**src/rtl/clk_rst_pkg.sv**
```systemverilog
// Shared types and defaults for the board-clock reset sequencer.
// Decodes each sequencer state to the levels of its output pins.
package clk_rst_pkg;

  typedef enum logic [2:0] {
    MMCM_RST,
    WAIT_LOCK,
    SETTLE,
    REL_TX,
    REL_RX,
    REL_250,
    RUN,
    FAULT
  } seqState_t;

  localparam int unsigned DEF_RST_CYCLES    = 16;
  localparam int unsigned DEF_LOCK_TIMEOUT  = 100000;
  localparam int unsigned DEF_SETTLE_CYCLES = 1024;
  localparam int unsigned DEF_STAGE_GAP     = 64;
  localparam int unsigned DEF_MAX_RETRIES   = 4;
  localparam int unsigned DEF_SYNC_DEPTH    = 3;

  localparam int TIMER_W = 17;
  localparam int RETRY_W = 3;
  localparam int LOSS_W  = 8;

  typedef struct packed {
    logic mmcmRst;
    logic rstTx;
    logic rstRx;
    logic rst250;
    logic ready;
    logic fault;
  } seqOut_t;

  // A later stage is only released in states where every earlier stage is too,
  // so the release order holds by construction.
  function automatic seqOut_t decodeState(input seqState_t s);
    seqOut_t o;
    o.mmcmRst = (s == MMCM_RST) || (s == FAULT);
    o.rstTx   = !(s inside {REL_TX, REL_RX, REL_250, RUN});
    o.rstRx   = !(s inside {REL_RX, REL_250, RUN});
    o.rst250  = !(s inside {REL_250, RUN});
    o.ready   = (s == RUN);
    o.fault   = (s == FAULT);
    return o;
  endfunction

endpackage

```
**src/rtl/synchronizer_ff.sv**
```systemverilog
// Multi-flop synchronizer for a single asynchronous level.
// rstNIn clears the chain asynchronously; rstIn clears it synchronously.
module synchronizer_ff #(
  parameter int DEPTH = 3
) (
  input  logic clkIn,
  input  logic rstNIn,
  input  logic rstIn,
  input  logic dIn,
  output logic qOut
);

  logic [DEPTH-1:0] syncQ;

  always_ff @(posedge clkIn or negedge rstNIn) begin
    if (!rstNIn) begin
      syncQ <= '0;
    end else if (rstIn) begin
      syncQ <= '0;
    end else begin
      syncQ <= {syncQ[DEPTH-2:0], dIn};
    end
  end

  assign qOut = syncQ[DEPTH-1];

endmodule

```
**src/rtl/clk_rst_sequencer.sv**
```systemverilog
// MMCM bring-up and ordered domain-reset release on the 100MHz board clock,
// with lock-timeout retry, lock-loss re-sequencing and a latched fault.
module clk_rst_sequencer
  import clk_rst_pkg::*;
#(
  parameter int unsigned RST_CYCLES    = DEF_RST_CYCLES,
  parameter int unsigned LOCK_TIMEOUT  = DEF_LOCK_TIMEOUT,
  parameter int unsigned SETTLE_CYCLES = DEF_SETTLE_CYCLES,
  parameter int unsigned STAGE_GAP     = DEF_STAGE_GAP,
  parameter int unsigned MAX_RETRIES   = DEF_MAX_RETRIES,
  parameter int          SYNC_DEPTH    = DEF_SYNC_DEPTH
) (
  input  logic        clkIn,
  input  logic        rstNIn,
  input  logic        mmcm0LockedIn,
  input  logic        mmcm1LockedIn,
  input  logic        swRetryIn,
  output logic        mmcmRstOut,
  output logic        rstTxReqOut,
  output logic        rstRxReqOut,
  output logic        rst250ReqOut,
  output logic        readyOut,
  output logic        faultOut,
  output logic [2:0]  retryCntOut,
  output logic [7:0]  lockLossCntOut
);

  // state     | meaning
  // MMCM_RST  | MMCM reset held for RST_CYCLES, all domains in reset
  // WAIT_LOCK | MMCM reset released, waiting up to LOCK_TIMEOUT for both locks
  // SETTLE    | both locks seen, must hold for SETTLE_CYCLES
  // REL_TX    | tx local/out domains released, STAGE_GAP wait
  // REL_RX    | rx local domain released, STAGE_GAP wait
  // REL_250   | 250MHz domain released, STAGE_GAP wait
  // RUN       | everything released, watching for lock loss
  // FAULT     | retry limit hit, held until swRetryIn

  logic mmcm0Sync;
  logic mmcm1Sync;
  logic lockOk;

  seqState_t state;
  seqState_t stateNext;
  logic [TIMER_W-1:0] timer;
  logic [TIMER_W-1:0] timerNext;
  logic [RETRY_W-1:0] retryCnt;
  logic [RETRY_W-1:0] retryNext;
  logic [LOSS_W-1:0]  lossCnt;
  logic [LOSS_W-1:0]  lossNext;
  logic               timerDone;
  logic               failAttempt;
  seqOut_t            outQ;
  seqOut_t            outNext;

  synchronizer_ff #(.DEPTH(SYNC_DEPTH)) uSyncLock0 (
    .clkIn (clkIn),
    .rstNIn(rstNIn),
    .rstIn (1'b0),
    .dIn   (mmcm0LockedIn),
    .qOut  (mmcm0Sync)
  );

  synchronizer_ff #(.DEPTH(SYNC_DEPTH)) uSyncLock1 (
    .clkIn (clkIn),
    .rstNIn(rstNIn),
    .rstIn (1'b0),
    .dIn   (mmcm1LockedIn),
    .qOut  (mmcm1Sync)
  );

  assign lockOk = mmcm0Sync & mmcm1Sync;

  // Terminal count is zero, so a state lasts (load + 1) cycles.
  function automatic logic [TIMER_W-1:0] timerLoad(input seqState_t s);
    logic [TIMER_W-1:0] v;
    case (s)
      MMCM_RST:                v = TIMER_W'(RST_CYCLES - 1);
      WAIT_LOCK:               v = TIMER_W'(LOCK_TIMEOUT - 1);
      SETTLE:                  v = TIMER_W'(SETTLE_CYCLES - 1);
      REL_TX, REL_RX, REL_250: v = TIMER_W'(STAGE_GAP - 1);
      default:                 v = '0;
    endcase
    return v;
  endfunction

  always_comb begin
    stateNext   = state;
    retryNext   = retryCnt;
    lossNext    = lossCnt;
    failAttempt = 1'b0;
    timerDone   = (timer == '0);
    timerNext   = timerDone ? timer : timer - 1'b1;

    case (state)
      MMCM_RST: begin
        if (timerDone) stateNext = WAIT_LOCK;
      end
      WAIT_LOCK: begin
        if (lockOk)         stateNext = SETTLE;
        else if (timerDone) failAttempt = 1'b1;
      end
      SETTLE: begin
        if (!lockOk)        failAttempt = 1'b1;
        else if (timerDone) stateNext = REL_TX;
      end
      REL_TX: begin
        if (!lockOk)        failAttempt = 1'b1;
        else if (timerDone) stateNext = REL_RX;
      end
      REL_RX: begin
        if (!lockOk)        failAttempt = 1'b1;
        else if (timerDone) stateNext = REL_250;
      end
      REL_250: begin
        if (!lockOk)        failAttempt = 1'b1;
        else if (timerDone) stateNext = RUN;
      end
      RUN: begin
        // Lock loss after a good bring-up restarts without spending a retry.
        if (!lockOk) begin
          stateNext = MMCM_RST;
          if (lossCnt != '1) lossNext = lossCnt + 1'b1;
        end
      end
      FAULT: begin
        if (swRetryIn) begin
          stateNext = MMCM_RST;
          retryNext = '0;
        end
      end
      default: stateNext = MMCM_RST;
    endcase

    if (failAttempt) begin
      retryNext = retryCnt + 1'b1;
      stateNext = (retryNext == RETRY_W'(MAX_RETRIES)) ? FAULT : MMCM_RST;
    end

    if (stateNext == RUN) retryNext = '0;

    if (stateNext != state) timerNext = timerLoad(stateNext);

    outNext = decodeState(stateNext);
  end

  always_ff @(posedge clkIn or negedge rstNIn) begin
    if (!rstNIn) begin
      state    <= MMCM_RST;
      timer    <= timerLoad(MMCM_RST);
      retryCnt <= '0;
      lossCnt  <= '0;
      outQ     <= decodeState(MMCM_RST);
    end else begin
      state    <= stateNext;
      timer    <= timerNext;
      retryCnt <= retryNext;
      lossCnt  <= lossNext;
      outQ     <= outNext;
    end
  end

  assign mmcmRstOut     = outQ.mmcmRst;
  assign rstTxReqOut    = outQ.rstTx;
  assign rstRxReqOut    = outQ.rstRx;
  assign rst250ReqOut   = outQ.rst250;
  assign readyOut       = outQ.ready;
  assign faultOut       = outQ.fault;
  assign retryCntOut    = retryCnt;
  assign lockLossCntOut = lossCnt;

endmodule

```
**config.mk**
```make
export PLATFORM = sky130hd
export DESIGN_NAME = clk_rst_sequencer
export DESIGN_NICKNAME = d
export VERILOG_FILES = /design/src/rtl/clk_rst_pkg.sv /design/src/rtl/synchronizer_ff.sv /design/src/rtl/clk_rst_sequencer.sv
export SDC_FILE = /design/constraint.sdc
export NUM_CORES = 1
export LEC_CHECK = 0
export CAP_MARGIN = 20
export CORE_UTILIZATION = 40
export CTS_BUF_LIST = sky130_fd_sc_hd__clkbuf_2 sky130_fd_sc_hd__clkbuf_4 sky130_fd_sc_hd__clkbuf_8
export CTS_CLUSTER_DIAMETER = 30
export DETAILED_ROUTE_END_ITERATION = 10
export GPL_ROUTABILITY_DRIVEN = 0
export GPL_TIMING_DRIVEN = 0
export PLACE_DENSITY = 0.71
export SETUP_SLACK_MARGIN = 0.1
export SLEW_MARGIN = 10
export SYNTH_ARGS = -nofsm -noshare
export SYNTH_HDL_FRONTEND = slang
export SYNTH_SLANG_ARGS = --single-unit
```
**constraint.sdc**
```tcl
create_clock -name clkIn -period 5.5 [get_ports clkIn]
set_input_delay 1.1 -clock clkIn [delete_from_list [all_inputs] [get_ports clkIn]]
set_output_delay 1.1 -clock clkIn [all_outputs]
set_load 0.02 [all_outputs]
```
==> reports/metrics.cfg, run 1 <==
[min_path]
min_path_type=register to register

[clocking]
clk_latency_ns=0.30
cts_tree=built
clkTransAtPathRegs_ns=0.09
htreeDepth=2
cts_resized=0
cts_num_sinks=43
post-cts-setup-buffers=0
cts_made_buffers=5
cts-root-buf=clkbuf_8
cts_hold_buffers=0
clk_path_buf_depth=2

[timing]
setup_viol=0
slew_headroom=0.477
drv_slew=0
hold_viol=0
setup_ws_ns=2.26
worst_pin_slew_ns=0.779
fin_setup_tns_ns=0
rsz0062_at_grt=no
clock.fmax_mhz=309
finalCriticalPeriod_ns=3.24
skew_ns=0.00905
finalCritPeriodShare=0.589

[grt]
grt_pass1_vias=1856
overflow=0
track_usage=0.179
grt_max_degree=28
antenna_found_initial=0
grt_pass1_wl_um=8750

[worst_setup_path]
slowest_delay_ns=0.46
slowest_stage=clkdlybuf4s50_1
critical_path.top_delay_family=simple AND/OR/NAND/NOR gates
cp_num_buf_inv=2
crit_chain=clkdlybuf4s50_1 -> nor2b_1 -> o22ai_1 -> a31oi_1 -> nand3_1 -> o31ai_1 -> nand4_2 -> buf_6 -> mux2i_1
critical_path_class=input pin to register
worst-path-max-fanout=10
cp-start-kind=input pin
crit_arrival_ns=3.42
cp-end-kind=register
worst_ep_required_time_ns=5.68

[yosys]
avgSynthCellArea_sq_um=9.95
async_flop_share=1.00
synth-main-ff-cell=dfrtp_1
mappedNetlistArea_sq_mm=0.00240
synthDistinctLibCells=55
synth_nets=251
synth_common_cells=dfrtp_1, nand2_1, nor2_1
synth_most_common_cell=dfrtp_1
yosysWarningCount=0
synth_area_leaders=dfrtp_1, dfstp_2, xor2_1
synth.top_cell.area_share=0.365
netlist_instances=241
ys_seq_area_frac=0.453
yosysTopAreaCell=dfrtp_1
synth_enable_flop_cells=0
synth_seq_cells=43

[route]
drt_iter0_drc=88
dr.pass1.iters=4
vias=1905
drc=0
antenna_left=0
vias_per_cell=5.55
wirelength_um=5030
routedWlPerCell_um=14.7

[pwr]
clkPwrFrac=0.134
peakVddDrop_mv=0.308
leakagePower_nw=1.20
combPwrFrac=0.548
p_per_area_mw_per_mm2=558
p_int_w=0.000881
p_switching_w=0.000687
p_sw_frac=0.438
seqPwrFrac=0.318

[finish]
stdcell_count=343
nFillCells=544
diodes=0
syn2layout_area_growth_pct=17.1
postLayoutCellArea_sq_mm=0.00281
drive_gt1_frac=0.140
multiInputGateArea_sq_mm=0.00124
finalNetCount=280
final-seq-area_sq_mm=0.00109

[die]
dieArea_sq_mm=0.00631
die_y_um=79.4
core_sq_mm=0.00564
start_util=0.425
row_count=27
die-width_um=79.4
pin_count=22

[placement]
place_inst=335
dpl_cell_area_sq_mm=0.00271
place_worst_setup_slack_ns=1.95
port_buffers=21
hpwl_um=3750

[job]
maxCapViolCount=0

[status]
outcome=finished clean

layer usage:
| metal | global-route usage | up-vias | wire (um) | part of all wire |
|---|---|---|---|---|
| met5 | 0 | - | 0 | 0 |
| met4 | 0.0691 | 0 | 75 | 0.015 |
| li1 | - | 934 | - | - |
| met3 | 0.0309 | 8 | 162 | 0.032 |
| met2 | 0.286 | 41 | 2430 | 0.48 |
| met1 | 0.242 | 922 | 2360 | 0.47 |
flip-flops by register name (all words and copies together), names as in the netlist:
| register | count |
|---|---|
| readyOut | 1 |
| uSyncLock0.syncQ | 3 |
| mmcmRstOut | 1 |
| retryCntOut | 3 |
| uSyncLock1.syncQ | 3 |
| rst250ReqOut | 1 |
| state | 3 |
| faultOut | 1 |
| rstTxReqOut | 1 |
| rstRxReqOut | 1 |
| timer | 17 |
| lockLossCntOut | 8 |
power groups by stage:
stage               Sequential [W]  Clock [W]  Combinational, W
detailed placement        0.000506          0          0.000852
floorplan                 0.000535          0          0.000599
finish                    0.000498   0.000210          0.000858
global route              0.000511   0.000234          0.000943
global placement          0.000502          0          0.000840
CTS                       0.000500   0.000220          0.000858
layout by cell type, fill, tap and decap left out, types with 6 or more instances in the layout:
cell type,n
nand3_1,7
o21ai_0,7
a21oi_1,10
xnor2_1,10
inv_1,6
dfrtp_1,35
mux2i_1,7
nand2_1,27
clkdlybuf4s50_1,20
dfstp_2,8
nor3_1,6
nor2_1,22
xor2_1,12
worst paths after layout:
check | start | endpoint | slack [ns] | depth (start not counted)
setup / recovery | swRetryIn | timer[9] | 2.26 | 9
hold / removal | uSyncLock1.syncQ[1] | uSyncLock1.syncQ[2] | 0.36 | 0
setup reg to reg | retryCntOut[0] | timer[5] | 2.43 | 7
hold reg to reg | uSyncLock1.syncQ[1] | uSyncLock1.syncQ[2] | 0.36 | 0
max in group asynchronous | rstNIn | timer[1] | 4.23 | 2
min in group asynchronous | rstNIn | timer[11] | 0.71 | 1
cell families (layout without fill, tap and decap cells):
| group | count (synthesis) | after routing | synth area share |
|---|---|---|---|
| AND/OR/NAND/NOR | 92 | 92 | 0.207 |
| flip-flops | 43 | 43 | 0.453 |
| AO/OA/AOI/OAI | 53 | 53 | 0.160 |
| XOR/XNOR | 22 | 22 | 0.0803 |
| multiplexers | 10 | 10 | 0.0449 |
| adder cells (fa/ha/maj) | 5 | 5 | 0.0261 |
| buffers and inverters | 16 | 46 | 0.0297 |
cell type report:
type,count,share of cell area
buffer,9,0.0160
clock buffer,5,0.0245
clock inverter,3,0.00935
inverter,7,0.00935
multi-input combinational,182,0.442
sequential,43,0.387
tap,72,0.0321
timing repair buffer,22,0.0802
metrics by stage:
stage	util	hold slack [ns]	power [W]
after detailed placement	0.481	0.338	0.00136
after floorplan	-	0.331	0.00113
final	0.498	0.356	0.00157
after global placement	0.478	0.334	0.00134
after global routing	0.498	0.365	0.00169
after CTS	0.498	0.360	0.00158
Power figures use the tool's default switching activity.
==> run 2: changes to the inputs <==
--- a/config.mk
+++ b/config.mk
@@ -12,7 +12,7 @@
 export DETAILED_ROUTE_END_ITERATION = 10
 export GPL_ROUTABILITY_DRIVEN = 0
 export GPL_TIMING_DRIVEN = 0
-export PLACE_DENSITY = 0.71
+export PLACE_DENSITY = 0.73
 export SETUP_SLACK_MARGIN = 0.1
 export SLEW_MARGIN = 10
 export SYNTH_ARGS = -nofsm -noshare
==> constraint.sdc (replaced) <==
create_clock -name clkIn -period 2.86 [get_ports clkIn]
set_input_delay 0.572 -clock clkIn [delete_from_list [all_inputs] [get_ports clkIn]]
set_output_delay 0.572 -clock clkIn [all_outputs]
set_load 0.02 [all_outputs]
==> run 2 against run 1 <==
  * Clock power is 90% higher
  * Critical endpoint is now timer[4]
  * Die area unchanged
  * Largest power group unchanged
  * Wire length up 7.0%
  * Non-clock buffer count grew 10
  * Global-route usage down 0.24 points
  * Worst hold slack worse by 0.19 ns
  * Combinational power rose by 130%
  * Final cell count increased by 2.9%
  * Critical path depth did not move
  * Sequential share of layout area decreased by 2.1 points
  * Utilization increased by 2.9 points
==> reports/metrics.cfg, run 2 (same netlist as run 1, synthesis figures left out) <==
[worst_setup_path]
worst_ep_required_time_ns=3.08  ; was 5.68 ns
r2r_slack_ns=0.14  ; was 2.43 ns
crit_chain=or4_4 -> nor4_4 -> buf_4 -> a41oi_2 -> a211oi_4 -> buf_6 -> xor2_1 -> nor2_1 -> mux2i_2  ; was clkdlybuf4s50_1 -> nor2b_1 -> o22ai_1 -> a31oi_1 -> nand3_1 -> o31ai_1 -> nand4_2 -> buf_6 -> mux2i_1
startpoint=timer[7]  ; was swRetryIn
slowest_delay_ns=0.60  ; was 0.46 ns
cp-start-kind=register  ; was input pin
crit_cells=9  ; unchanged
timing.rr.end=timer[4]  ; was timer[5]
cp-end-kind=register  ; unchanged
worst-path-max-fanout=6  ; was 10
r2r_start=timer[7]  ; was retryCntOut[0]
cp_num_buf_inv=2  ; unchanged
crit_path_end=timer[4]  ; was timer[9]
slowest_stage=or4_4  ; was clkdlybuf4s50_1
r2r_cells=9  ; was 7
critical_path_class=register to register  ; was input pin to register
crit_arrival_ns=2.95  ; was 3.42 ns
critical_path.top_delay_family=simple AND/OR/NAND/NOR gates  ; unchanged

[grt]
track_usage=0.177  ; was 0.179
antenna_found_initial=0  ; unchanged
met3_usage=0.0343  ; was 0.0309
grt_pass1_wl_um=8620  ; was 8750 um
grt_busiest_layer=met2  ; unchanged
grt_max_degree=29  ; was 28
grtUsageMet1=0.233  ; was 0.242
overflow=0  ; unchanged
gr-usage-met2=0.290  ; was 0.286
grt_pass1_vias=1845  ; was 1856

[placement]
dpl_cell_area_sq_mm=0.00271  ; unchanged
port_buffers=21  ; unchanged
place_worst_setup_slack_ns=-0.169  ; was 1.95 ns
hpwl_um=3720  ; was 3750 um
place_inst=335  ; unchanged

[finish]
stdcell_count=353  ; was 343
syn2layout_area_growth_pct=23.9  ; was 17.1%
postLayoutCellArea_sq_mm=0.00297  ; was 0.00281 sq mm
finalNetCount=290  ; was 280
largest_reg_flops=17  ; unchanged
nFillCells=505  ; was 544
drive_gt1_frac=0.214  ; was 0.140
layout_common_cells=dfrtp_1, nand2_1, nor2_1, clkdlybuf4s50_1, xor2_1  ; unchanged
diodes=0  ; unchanged
top_register=timer  ; unchanged
layout_commonest_cell=dfrtp_1  ; unchanged

[job]
maxCapViolCount=0  ; unchanged

[die]
die-width_um=79.4  ; unchanged
die_y_um=79.4  ; unchanged
pin_count=22  ; unchanged
core_sq_mm=0.00564  ; unchanged
start_util=0.425  ; unchanged
dieArea_sq_mm=0.00631  ; unchanged
row_count=27  ; unchanged

[clocking]
clk_latency_ns=0.30  ; about the same
clk_path_buf_depth=2  ; unchanged
cts_tree=built  ; unchanged
cts_made_buffers=5  ; unchanged
cts_hold_buffers=0  ; unchanged
htreeDepth=2  ; unchanged
cts_num_sinks=43  ; unchanged
cts-root-buf=clkbuf_8  ; unchanged
clkTransAtPathRegs_ns=0.09  ; about the same

[route]
antenna_left=0  ; unchanged
vias=1953  ; was 1905
wirelength_um=5380  ; was 5030 um
drc=0  ; unchanged
dr.pass1.iters=4  ; unchanged
drt_iter0_drc=152  ; was 88
routedWlPerCell_um=15.2  ; was 14.7 um
vias_per_cell=5.53  ; was 5.55

[status]
outcome=finished clean  ; unchanged

[timing]
setup_viol=0  ; unchanged
slew_headroom=0.491  ; was 0.477
fin_setup_tns_ns=0  ; unchanged
drv_slew=0  ; unchanged
worst_pin_slew_ns=0.757  ; was 0.779 ns
hold_viol=0  ; unchanged
setup_ws_ns=0.140  ; was 2.26 ns
rsz0062_at_grt=yes  ; was no
clock.fmax_mhz=368
hold_ws_ns=0.169  ; was 0.356 ns
skew_ns=0.00907  ; was 0.00905 ns
finalCriticalPeriod_ns=2.72
finalCritPeriodShare=0.951

[min_path]
min_path_type=input pin to asynchronous set/reset pin  ; was register to register

[pwr]
peakVddDrop_mv=0.668  ; was 0.308 mV
p_per_area_mw_per_mm2=1120  ; was 558 mW/mm^2
leakagePower_nw=1.25  ; was 1.20 nW

## run 2: cell types whose count changed in the layout (fill, tap and decap cells not counted), moves of 2 or more
| cell | previous run | this run |
|---|---|---|
| o31ai_2 | 0 | 2 |
| mux2i_1 | 7 | 5 |
| clkinvlp_4 | 0 | 2 |
| buf_4 | 0 | 9 |
| mux2i_2 | 0 | 2 |
| o31ai_1 | 5 | 3 |
## run 2: cell type report
cell class	count	area, sq um	area share
Clock buffer	5	68.8	0.0231
Buffer	9	55.1	0.0185
Sequential cell	43	1090	0.365
Tap cell	72	90.1	0.0303
Timing Repair Buffer	32	304	0.102
Clock inverter	3	23.8	0.00800
Multi-Input combinational cell	182	1320	0.444
Inverter	7	26.3	0.00884
## run 2: worst min-delay path by stage
stage                                endpoint  slack (ns)  cells past startpoint
after floorplan                      faultOut        0.28                      0
after global placement    uSyncLock0.syncQ[2]        0.33                      0
final                               timer[11]        0.17                      1
after CTS                           timer[11]        0.18                      1
after global routing                timer[11]        0.19                      1
after detailed placement  uSyncLock0.syncQ[1]        0.34                      0
## run 2: what timing repair did
action	CTS	global route
cloned	0	0
pin swaps	2	3
setup endpoints to repair	20	20
hold endpoints to repair	0	0
gates resized for setup	4	17
buffers inserted	5	5
## run 2: report_power, final
part | leakage [nW] | total, W | internal, W | switching [W]
combinational | 0.672 | 0.00198 | 0.000895 | 0.00108
sequential | 0.541 | 0.000963 | 0.000815 | 0.000148
clock | 0.0408 | 0.000398 | 0.000175 | 0.000224
## run 2: per-stage QoR
step | util | total power [W]
floorplan | - | 0.00218
finish | 0.527 | 0.00334
detailed placement | 0.481 | 0.00262
CTS | 0.507 | 0.00313
global placement | 0.478 | 0.00257
global route | 0.527 | 0.00354
## run 2: routing by layer
metal  part of all wire  vias to the layer above
met3              0.045                       11
met4              0.014                        0
met5                  0                        -
met1               0.44                      937
li1                   -                      952
met2               0.50                       53
